==> src/rtl/eth_pkg.sv <==
// Shared types and header layout for the switch-port frame transmitter (eth_pkt_tx).
package eth_pkg;

  typedef enum logic [1:0] {IDLE, PAYLOAD, CSUM, GAP} tx_state_t;

  localparam int HDR_DA_LSB  = 0;
  localparam int HDR_LEN_LSB = 8;
  localparam int HDR_SEQ_LSB = 16;

  typedef struct packed {
    logic [31:0] data;
    logic        sop;
    logic        eop;
    logic        valid;
  } eth_word_t;

  // Bits [7:4] stay zero.
  function automatic logic [31:0] make_header(input logic [3:0]  da,
                                              input logic [7:0]  len,
                                              input logic [15:0] seq);
    logic [31:0] hdr;
    hdr = '0;
    hdr[HDR_DA_LSB  +: 4]  = da;
    hdr[HDR_LEN_LSB +: 8]  = len;
    hdr[HDR_SEQ_LSB +: 16] = seq;
    return hdr;
  endfunction

endpackage

==> src/rtl/eth_pkt_tx.sv <==
// Frame transmitter: header + payload words (+ XOR trailer when CHECKSUM_EN is defined),
// registered output honouring tx_stall, followed by an IFG-cycle inter-frame gap.
module eth_pkt_tx
  import eth_pkg::*;
#(
  parameter int LEN_W = 8,
  parameter int IFG   = 2
) (
  input  logic             clk,
  input  logic             resetN,
  input  logic             desc_valid,
  output logic             desc_ready,
  input  logic [3:0]       desc_da,
  input  logic [LEN_W-1:0] desc_len,
  input  logic             pl_valid,
  output logic             pl_ready,
  input  logic [31:0]      pl_data,
  output logic [31:0]      tx_data,
  output logic             tx_valid,
  output logic             tx_sop,
  output logic             tx_eop,
  input  logic             tx_stall,
  output logic             busy,
  output logic [15:0]      frame_cnt
);

  tx_state_t        state_q, state_d;
  eth_word_t        tx_q, tx_d;
  logic [LEN_W-1:0] rem_q, rem_d;
  logic [15:0]      gap_q, gap_d;
  logic [15:0]      frame_cnt_q, frame_cnt_d;
`ifdef CHECKSUM_EN
  logic [31:0]      csum_q, csum_d;
`endif

  logic        reg_free, xfer, eop_xfer, desc_hs, pl_hs;
  logic [31:0] header;

  assign reg_free = !tx_q.valid || !tx_stall;
  assign xfer     = tx_q.valid && !tx_stall;
  assign eop_xfer = xfer && tx_q.eop;

  // Gated by resetN so nothing is accepted while reset is asserted.
  assign desc_ready = resetN && (state_q == IDLE) && reg_free;
  assign pl_ready   = resetN && (state_q == PAYLOAD) && reg_free && (rem_q != '0);
  assign desc_hs    = desc_valid && desc_ready;
  assign pl_hs      = pl_valid && pl_ready;

  assign header = make_header(desc_da, 8'(desc_len), frame_cnt_q);

  always_comb begin
    // NOTE: every _d starts from its _q so no branch can leave one unassigned (no latches).
    state_d     = state_q;
    tx_d        = tx_q;
    rem_d       = rem_q;
    gap_d       = gap_q;
    frame_cnt_d = frame_cnt_q + 16'(eop_xfer);
`ifdef CHECKSUM_EN
    csum_d      = csum_q;
`endif
    if (reg_free) begin
      tx_d.valid = 1'b0;
      tx_d.sop   = 1'b0;
      tx_d.eop   = 1'b0;
    end

    case (state_q)
      IDLE: if (desc_hs) begin
        tx_d  = '{data: header, sop: 1'b1, eop: 1'b0, valid: 1'b1};
        rem_d = desc_len;
`ifdef CHECKSUM_EN
        csum_d  = header;
        state_d = (desc_len == '0) ? CSUM : PAYLOAD;
`else
        if (desc_len == '0) begin
          tx_d.eop = 1'b1;
          state_d  = GAP;
        end else begin
          state_d  = PAYLOAD;
        end
`endif
      end

      PAYLOAD: if (pl_hs) begin
        tx_d  = '{data: pl_data, sop: 1'b0, eop: 1'b0, valid: 1'b1};
        rem_d = rem_q - LEN_W'(1);
`ifdef CHECKSUM_EN
        csum_d = csum_q ^ pl_data;
        if (rem_q == LEN_W'(1)) state_d = CSUM;
`else
        if (rem_q == LEN_W'(1)) begin
          tx_d.eop = 1'b1;
          state_d  = GAP;
        end
`endif
      end

`ifdef CHECKSUM_EN
      CSUM: if (reg_free) begin
        tx_d    = '{data: csum_q, sop: 1'b0, eop: 1'b1, valid: 1'b1};
        state_d = GAP;
      end
`endif

      // The gap count starts only once the pending eop word has actually transferred.
      GAP: begin
        if (tx_q.valid) begin
          if (xfer) begin
            if (IFG == 0) state_d = IDLE;
            else          gap_d   = 16'(IFG);
          end
        end else if (gap_q <= 16'd1) begin
          state_d = IDLE;
        end else begin
          gap_d = gap_q - 16'd1;
        end
      end

      default: state_d = IDLE;
    endcase
  end

  always_ff @(posedge clk) begin
    // NOTE: sequential state uses non-blocking assignments; every flop has a reset value.
    if (!resetN) begin
      state_q     <= IDLE;
      tx_q        <= '0;
      rem_q       <= '0;
      gap_q       <= '0;
      frame_cnt_q <= '0;
`ifdef CHECKSUM_EN
      csum_q      <= '0;
`endif
    end else begin
      state_q     <= state_d;
      tx_q        <= tx_d;
      rem_q       <= rem_d;
      gap_q       <= gap_d;
      frame_cnt_q <= frame_cnt_d;
`ifdef CHECKSUM_EN
      csum_q      <= csum_d;
`endif
    end
  end

  assign tx_data   = tx_q.data;
  assign tx_valid  = tx_q.valid;
  assign tx_sop    = tx_q.sop;
  assign tx_eop    = tx_q.eop;
  assign busy      = (state_q != IDLE) || tx_q.valid;
  assign frame_cnt = frame_cnt_q;

endmodule

==> config.mk <==
export PLATFORM = sky130hd
export DESIGN_NAME = eth_pkt_tx
export DESIGN_NICKNAME = d
export VERILOG_FILES = /design/src/rtl/eth_pkg.sv /design/src/rtl/eth_pkt_tx.sv
export SDC_FILE = /design/constraint.sdc
export NUM_CORES = 1
export LEC_CHECK = 0
export CAP_MARGIN = 15
export CORE_MARGIN = 2
export CORE_UTILIZATION = 49
export CTS_BUF_LIST = sky130_fd_sc_hd__clkbuf_8
export CTS_CLUSTER_DIAMETER = 100
export DETAILED_ROUTE_END_ITERATION = 8
export HOLD_SLACK_MARGIN = 0.15
export PLACE_DENSITY = 0.82
export SLEW_MARGIN = 20
export SYNTH_ARGS = -nofsm -noshare
export SYNTH_HDL_FRONTEND = slang
export SYNTH_SLANG_ARGS = --single-unit
==> constraint.sdc <==
create_clock -name clk -period 3.01 [get_ports clk]
set_clock_uncertainty 0.15 [all_clocks]
set_input_delay 0.7525 -clock clk [delete_from_list [all_inputs] [get_ports clk]]
set_output_delay 0.7525 -clock clk [all_outputs]
set_load 0.02 [all_outputs]
==> results of run 1 <==
==> tightest hold or removal path, cell delays in order, from the launching register on <==
cell and delay (ns):
dfxtp_1 0.32, nand3_1 0.06, a21oi_1 0.06
==> per-stage QoR <==
step | setup slack, ns | cells | power (mW) | cell area (um2) | TNS [ns]
floorplan | 0.6035 | 412 | 1.369 | 3493 | 0
global placement | -0.2216 | 602 | 1.562 | 4657 | -0.4047
detailed placement | -0.2011 | 602 | 1.575 | 4657 | -0.3820
CTS | 0.07364 | 618 | 2.466 | 4888 | 0
global route | 0.005302 | 618 | 2.560 | 4888 | 0
finish | 0.07350 | 618 | 2.461 | 4888 | 0
==> cell usage in the layout, fill, tap and decap left out, types with 3 or more instances in the layout <==
| cell type | Yosys | layout |
|---|---|---|
| nor4_1 | 6 | 6 |
| nand3_1 | 14 | 14 |
| inv_1 | 9 | 9 |
| buf_4 | 1 | 16 |
| o21ai_0 | 10 | 10 |
| nand4_1 | 3 | 3 |
| xnor2_1 | 15 | 15 |
| clkbuf_8 | 0 | 11 |
| o22ai_1 | 29 | 29 |
| nor3_1 | 39 | 39 |
| or3_1 | 10 | 10 |
| ha_1 | 6 | 6 |
| nor3b_1 | 3 | 3 |
| xor2_1 | 7 | 7 |
| nand2_1 | 25 | 25 |
| and2_1 | 4 | 4 |
| a22oi_1 | 4 | 4 |
| a21oi_1 | 18 | 18 |
| dfxtp_1 | 77 | 77 |
| clkdlybuf4s50_1 | 0 | 100 |
| a32o_1 | 4 | 4 |
| nand2b_1 | 3 | 3 |
| nor2_1 | 61 | 61 |
| a2111oi_0 | 4 | 4 |
| a211oi_1 | 5 | 5 |
==> metal layers <==
| metal | vias to the layer above | global-route usage | part of all wire |
|---|---|---|---|
| met3 | 23 | 0.07929 | 0.055 |
| met2 | 99 | 0.4436 | 0.51 |
| met1 | 1644 | 0.3019 | 0.41 |
| li1 | 1699 | - | - |
| met4 | 0 | 0.09091 | 0.024 |
| met5 | - | 0 | 0 |
==> final timing paths <==
path              slack, ns    endpoint  cells past startpoint
setup / recovery       0.07    pl_ready                      4
hold / removal         0.33      tx_sop                      2
setup reg to reg       0.64  tx_data[2]                      7
hold reg to reg        0.33      tx_sop                      2
==> power groups by stage <==
| stage | sequential [mW] | combinational (mW) | clock, mW |
|---|---|---|---|
| 3_3_place_gp | 1.13 | 0.433 | 0 |
| 4_1_cts | 1.11 | 0.446 | 0.912 |
| 5_1_grt | 1.12 | 0.485 | 0.960 |
| 6_report | 1.11 | 0.447 | 0.906 |
| 3_5_place_dp | 1.13 | 0.444 | 0 |
| 2_1_floorplan | 1.17 | 0.204 | 0 |
==> cell families (layout without fill, tap and decap cells) <==
family	Yosys count	count (layout)
AO/OA/AOI/OAI	89	89
XOR/XNOR	22	22
adder cells (fa/ha/maj)	6	6
buffers and inverters	36	146
flip-flops	77	77
multiplexers	2	2
AND/OR/NAND/NOR	180	180
==> what timing repair did <==
| action | CTS | global route |
|---|---|---|
| buffers inserted | 0 | 0 |
| resized for setup | 2 | 0 |
| endpoints found under the setup margin | 2 | 0 |
| hold buffers | 0 | 0 |
==> cell type report <==
type / count / area, um2 / area share
Inverter: 10 / 37.54 / 0.007679
Tap cell: 96 / 120.1 / 0.02457
Clock inverter: 5 / 82.58 / 0.01689
Clock buffer: 11 / 151.4 / 0.03097
Multi-Input combinational cell: 299 / 1777 / 0.3634
Sequential cell: 77 / 1541 / 0.3153
Timing Repair Buffer: 120 / 1179 / 0.2411
==> sequential cells by signal (all words and copies together), names as in the netlist <==
signal	count
frame_cnt	16
gap_q	16
rem_q	8
state_q	2
tx_data	32
tx_eop	1
tx_sop	1
tx_valid	1
==> impl_metrics.yaml, run 1 <==
run_status:
  status: "finished, final reports clean"
power_and_ir_drop:
  p_clk_frac: 0.368
  p_switching_mw: 0.6641
  swShare: 0.2698
  power_frac_seq: 0.450
  p_int_mw: 1.797
  ir_worst_vdd_v: 0.0003814
  powerDensity_mw_per_mm2: 503.5
  p_leak_nw: 1.802
  combPwrFrac: 0.181
final_layout:
  final_util: 0.7156
  drive_gt1_frac: 0.08238
  syn_to_final_growth_pct: 39.94
  antenna_cells: 0
  fillers: 538
  nets: 572
clock_network:
  cts-root-buf: "clkbuf_8"
  cts.sinks: 77
  h-tree-depth: 3
  clock_path_buffers: 2
  cts_tree: "yes"
  cts_made_buffers: 9
  clk_latency_ns: 0.36
  clkTransAtPathRegs_ns: 0.08
worst_setup_path:
  crit_start: "resetN"
  startpoint_type: "primary input"
  path_cells: "clkdlybuf4s50_1, a21bo_1, a211oi_1, dlygate4sd2_1"
  rr_startpoint: "rem_q[0]"
  end_kind: "output pin"
  path_class: "primary input to output pin"
  critPathRequiredTime_ns: 2.11
  cpLargestDelayFamily: "buffers and inverters"
  path_buf_inv: 2
  slowest_stage: "clkdlybuf4s50_1"
  cp.arrival_ns: 2.03
  slowest_delay_ns: 0.48
  crit_fanout: 5
detailed_routing:
  drtIter0Drc: 162
  drc: 0
  wl_per_cell_um: 15.54
  wl_um: 9604
  vias: 3465
  drt_pre_antenna_iters: 4
  via_per_inst: 5.607
  antenna_left: 0
sta:
  min_period_ns: 2.937
  hold_viol: 0
  fin_crit_sh: 0.9756
  final-setup-viol-count: 0
  fmax_ghz: 0.3405
  slew_viol_final: 0
  rsz0062_at_grt: "no"
  worstMarginPinSlew_ns: 0.7377
  max_slew_margin: 0.5045
  timing.hold.ws_ns: 0.3260
yosys:
  synth-xor-area-share: 0.05516
  synthesis.nets: 467
  synth_top_area_frac: 0.4413
  async_flop_share: 0
  synth.distinct_cells: 51
  synth.area.mux_share: 0.005731
  synthAdderAreaFrac: 0.02149
  synth.most_common_cell: "dfxtp_1"
  synthTopCellsByArea: "dfxtp_1 (44%), nor2_1 (6.6%), nor3_1 (5.6%), o22ai_1 (5.2%), xnor2_1 (3.8%)"
  netlist_instances: 412
  synth_seq_area_share: 0.4413
  synthFlopType: "dfxtp_1"
  ys_ff_latch: 77
  yosysWarningCount: 0
  synth_edf_count: 0
  synthTopCellsByCount: "dfxtp_1 (77), nor2_1 (61), nor3_1 (39), o22ai_1 (29), nand2_1 (25)"
  syn_area_per_cell_um2: 8.479
  synth_top_family_by_area: "simple AND/OR/NAND/NOR gates"
  synth_area_leader_cell: "dfxtp_1"
  synth_compound_area_frac: 0.1676
  synthSimpleGateAreaFrac: 0.2586
  synth_area_mm2: 0.003493
placed_design:
  gp_routability_congestion: 0.8488
  io_buffer_count: 102
  dp_hpwl_um: 6715
floorplanning:
  start_util: 0.5114
  rows: 30
  die_h_um: 88.44
  die_area_mm2: 0.007821
  boundaryPins: 103
  die_x_um: 88.44
  coreArea_mm2: 0.006832
global_route:
  antenna_found_initial: 0
  grt_pass1_wl_um: 15800
  grt_overflow: 0
  grt_pass1_vias: 3402
  track_usage: 0.2569
  grt_max_degree: 30
hold_path:
  hp-class: "register to register"
  min_from: "tx_sop"
run:
  max_cap_viol_count: 0
Note: power is estimated with default switching activity, not from simulation.
==> inputs of run 2 (changes only) <==
TNS_END_PERCENT = 10   (was default)
==> results of run 2 <==
Final layout, timing and power as in run 1 (identical DEF).
==> inputs of run 3 (changes only) <==
REMOVE_ABC_BUFFERS = 1   (was default)
==> impl_metrics.yaml, run 3 (synthesis results as in run 1) <==
clock_network:
  cts-root-buf: "clkbuf_8"
  clkTransAtPathRegs_ns: 0.07
  cts_made_buffers: 9
  postCtsSetupBuffers: 0
  cts.sinks: 77
  h-tree-depth: 3
  postCtsHoldBufs: 0
  clock_path_buffers: 2
  clk_latency_ns: 0.35
  cts_tree: "yes"
worst_setup_path:
  crit_start: "resetN"
  path_class: "primary input to output pin"
  rrSetupSlack_ns: 0.66
  r2r_end: "frame_cnt[12]"
  startpoint_type: "primary input"
  cp.arrival_ns: 2.05
  rr_startpoint: "tx_valid"
  ff2ff_path_depth: 10
  critPathRequiredTime_ns: 2.11
  crit_fanout: 4
  end_kind: "output pin"
global_route:
  grt_overflow: 0
  grt_pass1_wl_um: 15100
  grt_max_degree: 40
  grt_pass1_vias: 3299
  track_usage: 0.2445
  antenna_found_initial: 0
final_layout:
  final_util: 0.7152
  nets: 575
  antenna_cells: 0
  drive_gt1_frac: 0.08762
  final_common_cell: "clkdlybuf4s50_1"
  layout_common_cells: "clkdlybuf4s50_1 (100), dfxtp_1 (77), nor2_1 (61)"
  syn_to_final_growth_pct: 39.86
  fillers: 552
  seqCellArea_mm2: 0.001541
  largest_register_ffs: 32
  multiInputGateArea_mm2: 0.001777
floorplanning:
  boundaryPins: 103
  die_x_um: 88.44
  die_area_mm2: 0.007821
  coreArea_mm2: 0.006832
  die_h_um: 88.44
  start_util: 0.5114
  rows: 30
sta:
  slew_viol_final: 0
  worstMarginPinSlew_ns: 0.7135
  max_slew_margin: 0.5208
  final-setup-viol-count: 0
  hold_viol: 0
  min_period_ns: 2.952
  fin_crit_sh: 0.9809
  rsz0062_at_grt: "no"
  setup-tns-final_ns: 0
  timing.hold.ws_ns: 0.3345
  fmax_ghz: 0.3387
  layout_setup_ws_ns: 0.05752
detailed_routing:
  wl_um: 9173
  wl_per_cell_um: 14.77
  antenna_left: 0
  drt_pre_antenna_iters: 5
  drtIter0Drc: 170
  via_per_inst: 5.488
  vias: 3408
  drc: 0
power_and_ir_drop:
  powerDensity_mw_per_mm2: 496.4
  power_mw: 2.425
  ir_worst_vdd_v: 0.0003233
  p_leak_nw: 1.810
placed_design:
  dp_slack_ns: -0.2787
  dp_hpwl_um: 6556
  io_buffer_count: 102
  gp_routability_congestion: 0.8646
hold_path:
  hp-class: "register to register"
  worstHoldEndpoint: "tx_sop"
  min_from: "tx_sop"
  holdPathStages: 2
run:
  max_cap_viol_count: 0
run_status:
  status: "finished, final reports clean"
## run 3: changes by cell type in the layout (fill, tap and decap cells not counted), sizes merged
cell / delta
buf: +3
clkbuf: +1
clkinv: -1
dlygate4sd2: -1
inv: +1
## run 3: metal layers
metal,up-vias,wire length [um],track usage
met4,0,221,0.1129
met1,1599,4143,0.3049
met3,18,431,0.05690
met2,97,4376,0.4019
met5,-,0,0
li1,1694,-,-
## run 3: critical path, stage by stage
cell,delay (ns)
clkdlybuf4s50_1,0.49
a21bo_1,0.25
nor3_1,0.18
dlygate4sd2_1,0.37
## run 3: final cells by class
class,instances,area share
clock buffers,11,0.03099
well taps,96,0.02458
flip-flops and latches,77,0.3155
repair buffers,123,0.2425
inverters,10,0.007682
clock inverters,5,0.01511
multi-input cells,299,0.3636
## run 3: worst max-delay path by stage
stage                     depth (start not counted)         end  slack [ns]
final                                             4  desc_ready        0.06
after global routing                              4  desc_ready       0.008
after CTS                                         4    pl_ready       0.004
after detailed placement                          4    pl_ready       -0.28
after global placement                            4    pl_ready       -0.33
after floorplan                                   5    rem_q[7]        0.36
## run 3: where the power goes
group	internal (mW)	switching (mW)
sequential	1.07	0.0380
clock	0.507	0.365
combinational	0.217	0.230
## run 3: repair_timing
| action | 4_1_cts | 5_1_grt |
|---|---|---|
| resized for setup | 3 | 2 |
| endpoints found under the setup margin | 2 | 1 |
| cloned | 0 | 0 |
## run 3: per-stage QoR
step           cells  area, um2
2_1_floorplan    386       3356
3_3_place_gp     605       4667
3_5_place_dp     605       4667
4_1_cts          621       4891
5_1_grt          621       4886
6_report         621       4886
